$ cat config.mk
export PLATFORM = sky130hd
export DESIGN_NAME = bus_arbiter_flat
export DESIGN_NICKNAME = d
export VERILOG_FILES = /design/src/rtl/bus_arbiter_if.sv /design/src/rtl/bus_arbiter.sv /design/src/flat_wrapper.sv
export SDC_FILE = /design/constraint.sdc
export NUM_CORES = 1
export LEC_CHECK = 0
export CAP_MARGIN = 20
export CORE_AREA = 3 3 40 42
export DETAILED_ROUTE_END_ITERATION = 7
export DIE_AREA = 0 0 43 45
export HOLD_SLACK_MARGIN = 0.15
export PLACE_DENSITY_LB_ADDON = 0.12
export REMOVE_ABC_BUFFERS = 1
export SLEW_MARGIN = 15
export SYNTH_ARGS = -nofsm -noshare
export SYNTH_HDL_FRONTEND = slang
export SYNTH_SLANG_ARGS = --single-unit
$ cat constraint.sdc
create_clock -name clk_i -period 3.6 [get_ports clk_i]
set_input_delay 1.08 -clock clk_i [delete_from_list [all_inputs] [get_ports clk_i]]
set_output_delay 1.08 -clock clk_i [all_outputs]
set_load 0.05 [all_outputs]
$ cat src/rtl/bus_arbiter_if.sv
// Bus-sharing handshake between the arbiter, its secondary masters and the CPU.
// The master modport is the arbiter side; the slave modport is the requester/CPU side.
interface bus_arbiter_if #(
   parameter int unsigned N_REQ = 2
);
   localparam int unsigned OW = (N_REQ > 1) ? $clog2(N_REQ) : 1;

   logic [N_REQ-1:0] req;
   logic [N_REQ-1:0] gnt;
   logic [N_REQ-1:0] yield;
   logic [OW-1:0]    owner;
   logic             owner_valid;
   logic             busrq_n;
   logic             busack_n;
   logic             err;

   modport master (
      input  req,
      input  busack_n,
      output gnt,
      output yield,
      output owner,
      output owner_valid,
      output busrq_n,
      output err
   );

   modport slave (
      output req,
      output busack_n,
      input  gnt,
      input  yield,
      input  owner,
      input  owner_valid,
      input  busrq_n,
      input  err
   );
endinterface

$ cat src/rtl/bus_arbiter.sv
// Borrows the CPU bus via busrq_n/busack_n and lends it round-robin to N_REQ secondary
// masters, handing it back to the CPU once no requests remain.
module bus_arbiter #(
   parameter int unsigned N_REQ     = 2,
   parameter int unsigned MAX_HOLD  = 0,
   parameter int unsigned CNT_WIDTH = 16
) (
   input logic           clk_i,
   input logic           reset_i,
   bus_arbiter_if.master bus_io
);
   localparam int unsigned OW = (N_REQ > 1) ? $clog2(N_REQ) : 1;
   localparam logic [CNT_WIDTH-1:0] HoldLast =
      (MAX_HOLD == 0) ? '0 : CNT_WIDTH'(MAX_HOLD - 1);

   typedef enum logic [2:0] {
      StIdle,
      StReqCpu,
      StGrant,
      StRelease,
      StHandback
   } state_e;

   state_e                 state_q, state_d;
   logic [N_REQ-1:0]       gnt_q, gnt_d;
   logic [N_REQ-1:0]       yield_q, yield_d;
   logic [OW-1:0]          owner_q, owner_d;
   logic                   owner_valid_q, owner_valid_d;
   logic                   busrq_n_q, busrq_n_d;
   logic                   err_q, err_d;
   logic [OW-1:0]          rr_q, rr_d;
   logic [CNT_WIDTH-1:0]   cnt_q, cnt_d;

   logic                   found;
   logic [OW-1:0]          win;
   logic [OW-1:0]          cand;

   // Round-robin search starting just after the last grantee.
   always_comb begin
      found = 1'b0;
      win   = '0;
      cand  = '0;
      for (int unsigned i = 1; i <= N_REQ; i++) begin
         cand = OW'((32'(rr_q) + i) % N_REQ);
         if (!found && bus_io.req[cand]) begin
            found = 1'b1;
            win   = cand;
         end
      end
   end

   always_comb begin
      state_d   = state_q;
      gnt_d     = gnt_q;
      yield_d   = yield_q;
      owner_d   = owner_q;
      busrq_n_d = busrq_n_q;
      err_d     = err_q;
      rr_d      = rr_q;
      cnt_d     = cnt_q;

      unique case (state_q)
         StIdle: begin
            busrq_n_d = 1'b1;
            if (|bus_io.req) begin
               state_d   = StReqCpu;
               busrq_n_d = 1'b0;
            end
         end
         StReqCpu: begin
            busrq_n_d = 1'b0;
            if (!bus_io.busack_n) begin
               if (found) begin
                  state_d = StGrant;
                  gnt_d   = N_REQ'(1) << win;
                  owner_d = win;
                  rr_d    = win;
                  cnt_d   = '0;
               end else begin
                  state_d   = StHandback;
                  busrq_n_d = 1'b1;
               end
            end
         end
         StGrant: begin
            if (bus_io.busack_n) begin
               // CPU reclaimed the bus while we held it.
               state_d   = StHandback;
               gnt_d     = '0;
               yield_d   = '0;
               busrq_n_d = 1'b1;
               err_d     = 1'b1;
            end else if (!bus_io.req[owner_q]) begin
               state_d = StRelease;
               gnt_d   = '0;
               yield_d = '0;
            end else begin
               if (cnt_q != '1) cnt_d = cnt_q + CNT_WIDTH'(1);
               if (MAX_HOLD != 0 && cnt_q == HoldLast) yield_d = N_REQ'(1) << owner_q;
            end
         end
         StRelease: begin
            if (bus_io.busack_n) begin
               state_d   = StHandback;
               gnt_d     = '0;
               yield_d   = '0;
               busrq_n_d = 1'b1;
               err_d     = 1'b1;
            end else if (found) begin
               // Direct handoff; the CPU never sees the bus in between.
               state_d = StGrant;
               gnt_d   = N_REQ'(1) << win;
               owner_d = win;
               rr_d    = win;
               cnt_d   = '0;
            end else begin
               state_d   = StHandback;
               busrq_n_d = 1'b1;
            end
         end
         StHandback: begin
            busrq_n_d = 1'b1;
            if (bus_io.busack_n) state_d = StIdle;
         end
         default: begin
            state_d   = StIdle;
            gnt_d     = '0;
            yield_d   = '0;
            busrq_n_d = 1'b1;
         end
      endcase

      owner_valid_d = |gnt_d;
   end

   always_ff @(posedge clk_i or posedge reset_i) begin
      if (reset_i) begin
         state_q       <= StIdle;
         gnt_q         <= '0;
         yield_q       <= '0;
         owner_q       <= '0;
         owner_valid_q <= 1'b0;
         busrq_n_q     <= 1'b1;
         err_q         <= 1'b0;
         rr_q          <= '0;
         cnt_q         <= '0;
      end else begin
         state_q       <= state_d;
         gnt_q         <= gnt_d;
         yield_q       <= yield_d;
         owner_q       <= owner_d;
         owner_valid_q <= owner_valid_d;
         busrq_n_q     <= busrq_n_d;
         err_q         <= err_d;
         rr_q          <= rr_d;
         cnt_q         <= cnt_d;
      end
   end

   assign bus_io.gnt         = gnt_q;
   assign bus_io.yield       = yield_q;
   assign bus_io.owner       = owner_q;
   assign bus_io.owner_valid = owner_valid_q;
   assign bus_io.busrq_n     = busrq_n_q;
   assign bus_io.err         = err_q;
endmodule

$ cat src/flat_wrapper.sv
// flat-port wrapper written by rule: the top's interface ports become plain ports
module bus_arbiter_flat 
#(
   parameter int unsigned N_REQ     = 2,
   parameter int unsigned MAX_HOLD  = 0,
   parameter int unsigned CNT_WIDTH = 16
)
  (clk_i, reset_i, bus_io_req, bus_io_busack_n, bus_io_gnt, bus_io_yield, bus_io_owner, bus_io_owner_valid, bus_io_busrq_n, bus_io_err);
  bus_arbiter_if #(.N_REQ(N_REQ)) bus_io_i ();
  input logic clk_i;
  input logic reset_i;
  input wire logic [$bits(bus_io_i.req)-1:0] bus_io_req;
  input wire logic [$bits(bus_io_i.busack_n)-1:0] bus_io_busack_n;
  output wire logic [$bits(bus_io_i.gnt)-1:0] bus_io_gnt;
  output wire logic [$bits(bus_io_i.yield)-1:0] bus_io_yield;
  output wire logic [$bits(bus_io_i.owner)-1:0] bus_io_owner;
  output wire logic [$bits(bus_io_i.owner_valid)-1:0] bus_io_owner_valid;
  output wire logic [$bits(bus_io_i.busrq_n)-1:0] bus_io_busrq_n;
  output wire logic [$bits(bus_io_i.err)-1:0] bus_io_err;
  assign bus_io_i.req = bus_io_req;
  assign bus_io_i.busack_n = bus_io_busack_n;
  assign bus_io_gnt = bus_io_i.gnt;
  assign bus_io_yield = bus_io_i.yield;
  assign bus_io_owner = bus_io_i.owner;
  assign bus_io_owner_valid = bus_io_i.owner_valid;
  assign bus_io_busrq_n = bus_io_i.busrq_n;
  assign bus_io_err = bus_io_i.err;
  bus_arbiter #(.N_REQ(N_REQ), .MAX_HOLD(MAX_HOLD), .CNT_WIDTH(CNT_WIDTH)) u_core (.clk_i(clk_i), .reset_i(reset_i), .bus_io(bus_io_i));
endmodule
# Word level (Yosys, flattened, before mapping)
# Cells that the tools add are included.
# word_totals
reg_bits	11
output_inout_bits	8
word_cells	75
in_bits	5
# op_classes
n_eq_ne	11
shifts	1
add_sub_neg	2
n_reduce_logical	14
bitwise_logic	2
n_lt_le_gt_ge	3
mux	35
# op_table
operator	count
$mux 3	7
$mux 1	16
$mux 2	8
$pmux 3 s5	1
$reduce_or 2->1	5
$ne 2x2->1 const B	4
$pmux 2 s4	1
$eq 3x2->1 const B	2
$lt 1x2->1 const B	3
$ne 3x3->1 const B	2
$pmux 2 s3	1
$reduce_and 3->1	2
$pmux 1 s4	1
$reduce_and 2->1	2
$reduce_and 4->1	1
$eq 3x1->1 const B	1
$eq 3x3->1 const B	1
$logic_not 3->1	1
$reduce_or 3->1	1
$add 1x1->1 const B	2
$ne 2x1->1 const B	1
$not 1->1	2
$shl 1x1->2 const A	1
$logic_and 1x1->1	1
$logic_not 1->1	1

# Logic depth before layout (Yosys ltp)
# Gate-level depths: netlist (run 1).
# depth
ltp_word	12
ltp_mapped	5
depth_no_buf	4

# Worst setup path after synthesis (run 1)
# OpenSTA, ideal clock, no wires.
# synth_timing
path_type	input-to-reg
from	input port bus_io_busack_n
to	register u_core.owner_valid_q (netlist: u_core.bus_io.owner_valid)
cell_stages	5
required_ns	3.469
setup_time_ns	0.131
n_path_buf	1
slack_ns	1.566
arrival_ns	1.904
path_cell_list	buf_2 -> inv_1 -> and2_4 -> a221o_1 -> nand4b_4
# synth_between
elab_chain_cells	3
elab_cells_between_ends	5
cone_classes	4 x mux; 1 x reduce/logical
# synth_rtl
element	line	source
from (decl)	flat_wrapper.sv:13	input wire logic [$bits(bus_io_i.busack_n)-1:0] bus_io_busack_n;
$mux 2, on equally long branches	bus_arbiter.sv:103, bus_arbiter.sv:72, bus_arbiter.sv:86	
$pmux 2 s4 *	bus_arbiter.sv:62	unique case (state_q)
named net u_core.gnt_d[1]	bus_arbiter.sv:25	logic [N_REQ-1:0] gnt_q, gnt_d;
$reduce_or 2->1 *	bus_arbiter.sv:133	owner_valid_d = |gnt_d;
named net u_core.owner_valid_d	bus_arbiter.sv:28	logic owner_valid_q, owner_valid_d;
to (signal assigned)	bus_arbiter.sv:152	owner_valid_q <= owner_valid_d;
to (decl)	bus_arbiter.sv:28	
# The timed path passes the listed nets; every way through them passes the cells marked *.
# A chain may end at the register's enable or synchronous reset.

# Worst setup path after layout (run 1)
# layout_timing
from	register u_core.busrq_n_q (netlist: u_core.bus_io.busrq_n)
to	output port bus_io_busrq_n
# layout_lines
element	line	source
from (decl)	bus_arbiter.sv:29	logic busrq_n_q, busrq_n_d;
from (signal assigned)	bus_arbiter.sv:153	busrq_n_q <= busrq_n_d;
to (decl)	flat_wrapper.sv:18	output wire logic [$bits(bus_io_i.busrq_n)-1:0] bus_io_busrq_n;
# No word-level cell between the ends.

==> results.py, run 1 <==
metrics = {
    "status": {
        "status": "complete, no violations",
    },
    "setup_path": {
        "cp_cell_sequence": "clkdlybuf4s50_1",
        "path_class": "reg2out",
        "worst-path-max-fanout": 2,
        "crit_family": "buffers and inverters",
        "critPathMaxStageDelay_ns": 0.79,
        "start_kind": "flop",
        "cp_data_required_time_ns": 2.52,
        "critPathSlowestCell": "clkdlybuf4s50_1",
        "crit_buf_inv": 1,
        "endpoint_kind": "output pin",
        "r2r_setup_slack_ns": 2.13,
        "cp.arrival_ns": 1.58,
    },
    "final_layout": {
        "drive_gt1_frac": 0.159,
        "antennaDiodeCount": 0,
        "syn2layout_area_growth_pct": 23.2,
        "nNetsFinal": 69,
    },
    "logic_synthesis": {
        "yosysSeqAreaShare": 0.432,
        "ys_warn_count": 0,
        "async_flop_share": 1.00,
        "synth_commonest_cells": "8 x dfrtp_1, 4 x a21oi_1, 3 x buf_4, 3 x inv_1, 3 x nand2_1",
        "synth_seq_cells": 9,
        "synth_compound_area_frac": 0.234,
        "syn-cell-area_um2": 524,
        "synth_xor_area_frac": 0,
        "synthTopCellsByArea": "dfrtp_1 38%, dfstp_2 5.0%, nand4b_4 4.5%",
        "synthMostInstantiatedCell": "dfrtp_1",
        "synth_edf_count": 0,
        "synthCells": 52,
        "synth-main-ff-cell": "dfrtp_1",
        "synth_top_family_by_area": "compound AO/OA/AOI/OAI gates",
        "synthAdderAreaFrac": 0,
        "netlist.top_cell.by_area": "dfrtp_1",
        "yosys.area_share.simple": 0.234,
        "yosysTopAreaCellShare": 0.382,
        "synthDistinctLibCells": 32,
        "synthMuxAreaShare": 0.0191,
        "syn_area_per_cell_um2": 10.1,
    },
    "placement": {
        "io_buffers": 10,
        "gp_congestion": 0.771,
        "pre_cts_slack_ns": 0.957,
        "dp_hpwl_um": 734,
    },
    "detailed_routing": {
        "ant_nets": 0,
        "avgRoutedWirePerCell_um": 12.9,
        "drc": 0,
        "vias": 445,
        "first_pass_iters": 4,
        "drt-initial-drc-count": 19,
        "drt_wl_total_um": 1010,
        "vias_per_cell": 5.71,
    },
    "sta": {
        "slew_viol_final": 0,
        "fmax_mhz": 376,
        "setup_viol": 0,
        "period_needed_ns": 2.66,
        "fin_skew_ns": 0.000725,
        "tns_ns": 0,
        "rsz0062_at_grt": "false",
        "final.setup.worst_slack_ns": 0.938,
        "post-route-period-util": 0.739,
        "hold_ws_ns": 0.478,
        "hold_viol": 0,
    },
    "floorplanning": {
        "ios": 13,
        "die_y_um": 45,
        "start_util": 0.408,
        "num_rows": 13,
        "fp.dieW_um": 43,
        "die_area_um2": 1940,
        "core_um2": 1280,
    },
    "clocking": {
        "clk_latency_ns": 0.26,
        "clockBufferDepth": 2,
        "postCtsSetupRepairBufs": 0,
        "root_buffer": "clkbuf_4",
        "cts.sinks": 9,
        "cts.repair.resized": 0,
        "cts_tree": "built",
        "cts_hold_repair.buffers": 0,
        "cts_buffers": 3,
        "cts_max_level": 1,
        "cts.clk_slew.worst_paths_ns": 0.06,
    },
    "min_path": {
        "hold_class": "reg2reg",
    },
    "power_and_ir_drop": {
        "p_per_area_nw_per_um2": 902,
        "peakVddDrop_v": 0.000326,
        "power.leakage_nw": 0.271,
    },
    "grt": {
        "grt_pass1_vias": 390,
        "grt_pass1_wl_um": 1680,
        "grt_usage": 0.123,
        "grt_max_degree": 11,
        "grt-ovfl-total": 0,
        "antenna_found_initial": 0,
    },
    "run": {
        "drv_cap": 0,
    },
}
## report_power, final
group	total, W	switching [W]	internal [W]
clock network	0.0000803	0.0000374	0.0000429
registers	0.000197	0.0000510	0.000146
logic	0.000305	0.000175	0.000130
## layer usage
metal,share of wire,track usage
met1,0.43,0.145
met2,0.45,0.180
met3,0.085,0.0518
met4,0.031,0.0904
met5,0,0
## cells in the final DEF (no fill, tap or decap), types with 2 or more instances in the layout
master / synthesis / layout
a221o_1: 2 / 2
o21bai_1: 2 / 2
inv_1: 3 / 3
nand3_1: 2 / 2
a21oi_1: 4 / 4
nor2_1: 2 / 2
dfrtp_1: 8 / 8
clkbuf_4: 0 / 3
clkdlybuf4s50_1: 0 / 10
nand2_1: 3 / 3
conb_1: 1 / 2
## cells by family (layout without fill, tap and decap cells)
| logic type | count (synthesis) | count (layout) |
|---|---|---|
| compound gates | 17 | 17 |
| other cells | 1 | 2 |
| flops | 9 | 9 |
| buf+inv | 7 | 17 |
| mux | 1 | 1 |
| simple gates | 17 | 17 |
## worst register-to-register path, stage by stage (launching register included)
cell and delay (ns):
dfrtp_1 0.41, mux2i_1 0.30, o31ai_1 0.10, a221o_1 0.37
nand4b_4 0.17
## per-stage QoR
step | power, W | util | instance area (um2) | cells
finish | 0.000582 | 0.502 | 646 | 78
global route | 0.000626 | 0.502 | 646 | 78
CTS | 0.000587 | 0.502 | 646 | 78
detailed placement | 0.000505 | 0.482 | 619 | 74
global placement | 0.000505 | 0.482 | 619 | 74
floorplan | 0.000416 | - | 500 | 49
## state kept, by name, summed over array words and instances, names as in the netlist
| register | flops |
|---|---|
| u_core.bus_io.busrq_n | 1 |
| u_core.bus_io.err | 1 |
| u_core.bus_io.gnt | 2 |
| u_core.bus_io.owner_valid | 1 |
| u_core.rr_q | 1 |
| u_core.state_q | 3 |
## worst paths after layout
kind                       cells after the start                         to                  start
max                                            1             bus_io_busrq_n  u_core.bus_io.busrq_n
min                                            1          u_core.bus_io.err      u_core.bus_io.err
max reg2reg                                    4  u_core.bus_io.owner_valid            u_core.rr_q
min reg2reg                                    1          u_core.bus_io.err      u_core.bus_io.err
max in group asynchronous                      2      u_core.bus_io.busrq_n                reset_i
min in group asynchronous                      2       u_core.bus_io.gnt[1]                reset_i
## layout make-up
type / count / area (um2)
repair buffers: 10 / 100
multi-input cells: 37 / 263
inverters: 3 / 11.3
clock buffers: 4 / 26.3
well taps: 15 / 18.8
flip-flops and latches: 9 / 226
fillers: 134 / 639
Power figures use the tool's default switching activity.
==> run 2, diff against run 1 <==
Clock period 3.6 ns to 2.2 ns, I/O delays scaled along.
==> run 2 against run 1 <==
Via count grew 2.9%. Cell count grew 5.1%. Cell area grew 3.9%. Sequential cell count is the same. Highest routed layer unchanged. Worst setup slack lost 0.86 ns.
==> results.py, run 2 (synthesized netlist as in run 1, its figures left out) <==
metrics = {
    "status": {
        "status": "complete, no violations",
    },
    "grt": {
        "grt_max_degree": 11,
        "grt_util_met1": 0.179,
        "use_met2": 0.204,
        "antenna_found_initial": 0,
        "grtUsageMet3": 0.0398,
        "grt-ovfl-total": 0,
        "grt_pass1_vias": 440,
        "top_usage_layer": "met2",
        "grt_usage": 0.134,
        "grt_pass1_wl_um": 1900,
    },
    "final_layout": {
        "drive_gt1_frac": 0.239,
        "top_register": "u_core.state_q",
        "largest_register_ffs": 3,
        "nNetsFinal": 73,
        "antennaDiodeCount": 0,
        "syn2layout_area_growth_pct": 27.9,
        "final_cell_mix": "8 x clkdlybuf4s50_1, 8 x dfrtp_1, 6 x buf_4, 4 x a21oi_1",
    },
    "setup_path": {
        "start_kind": "flop",
        "critPathMaxStageDelay_ns": 0.81,
        "cp_data_required_time_ns": 1.54,
        "crit_family": "buffers and inverters",
        "worst-path-max-fanout": 4,
        "endpoint_kind": "output pin",
        "critPathSlowestCell": "clkdlybuf4s50_1",
        "path_class": "reg2out",
        "cp.arrival_ns": 1.46,
        "crit_buf_inv": 1,
        "cp_num_cells": 1,
        "cp_cell_sequence": "clkdlybuf4s50_1",
        "r2r.worst_path.cells": 4,
    },
    "clocking": {
        "cts_max_level": 1,
        "cts_hold_repair.buffers": 0,
        "clockBufferDepth": 2,
        "clk_latency_ns": 0.26,
        "root_buffer": "clkbuf_4",
        "cts_tree": "built",
        "cts_buffers": 3,
        "cts.repair.resized": 0,
        "cts.sinks": 9,
        "cts.clk_slew.worst_paths_ns": 0.06,
        "postCtsSetupRepairBufs": 0,
    },
    "sta": {
        "rsz0062_at_grt": "false",
        "hold_viol": 0,
        "tns_ns": 0,
        "post-route-period-util": 0.964,
        "fin_skew_ns": 0.00141,
        "period_needed_ns": 2.12,
        "hold_ws_ns": 0.481,
        "setup_viol": 0,
        "fmax_mhz": 472,
        "slew_viol_final": 0,
    },
    "floorplanning": {
        "die_y_um": 45,
        "core_um2": 1280,
        "fp.dieW_um": 43,
        "ios": 13,
        "start_util": 0.408,
        "die_area_um2": 1940,
        "num_rows": 13,
    },
    "placement": {
        "io_buffers": 10,
        "gp_congestion": 0.827,
        "dp_hpwl_um": 848,
    },
    "power_and_ir_drop": {
        "power.leakage_nw": 0.292,
        "p_per_area_nw_per_um2": 1450,
        "peakVddDrop_v": 0.000524,
    },
    "detailed_routing": {
        "ant_nets": 0,
        "drc": 0,
        "first_pass_iters": 4,
        "drt_wl_total_um": 1130,
        "vias_per_cell": 5.59,
        "avgRoutedWirePerCell_um": 13.7,
        "drt-initial-drc-count": 6,
        "vias": 458,
    },
    "min_path": {
        "min_path_cells": 1,
        "hold_class": "reg2reg",
    },
    "run": {
        "drv_cap": 0,
    },
}
run 2: changes by cell type in the layout (fill, tap and decap cells not counted), sizes merged:
cell / previous run / this run
clkdlybuf4s50: 10 / 8
buf: 0 / 6
run 2: layout make-up:
cell class                      count  area (um2)
Clock buffer                        4        26.3
Inverter                            3        11.3
Fill cell                         118         614
Sequential cell                     9         226
Multi-Input combinational cell     37         263
Tap cell                           15        18.8
Timing Repair Buffer               14         125
run 2: per-stage QoR:
step	utilization	area, um2	worst slack, ns	instances	total power, W
CTS	0.522	671	0.0641	82	0.000974
detailed placement	0.501	644	0.0411	78	0.000844
finish	0.522	671	0.0799	82	0.000970
global route	0.522	671	0.0375	82	0.00103
floorplan	-	500	0.506	49	0.000680
global placement	0.501	644	0.0664	78	0.000836
run 2: metal layers:
layer  up-vias  wire length [um]
li1        215                 -
met1       221               489
met2        18               533
met3         4                86
met4         0                16
met5         -                 0
run 2: path summary, 6_finish.rpt:
kind	from	endpoint	slack (ns)
min in group asynchronous	reset_i	u_core.bus_io.gnt[1]	0.65
worst min register to register	u_core.bus_io.err	u_core.bus_io.err	0.48
worst max-delay path	u_core.bus_io.gnt[0]	bus_io_gnt[0]	0.08
worst min-delay path	u_core.bus_io.err	u_core.bus_io.err	0.48
max in group asynchronous	reset_i	u_core.bus_io.busrq_n	1.24
worst max register to register	u_core.state_q[0]	u_core.bus_io.owner_valid	0.74
run 2: power breakdown:
group          leakage, nW  switching (W)  internal, W
registers            0.106      0.0000846     0.000240
clock network       0.0150      0.0000613    0.0000701
logic                0.170       0.000295     0.000219
total                0.292       0.000441     0.000529
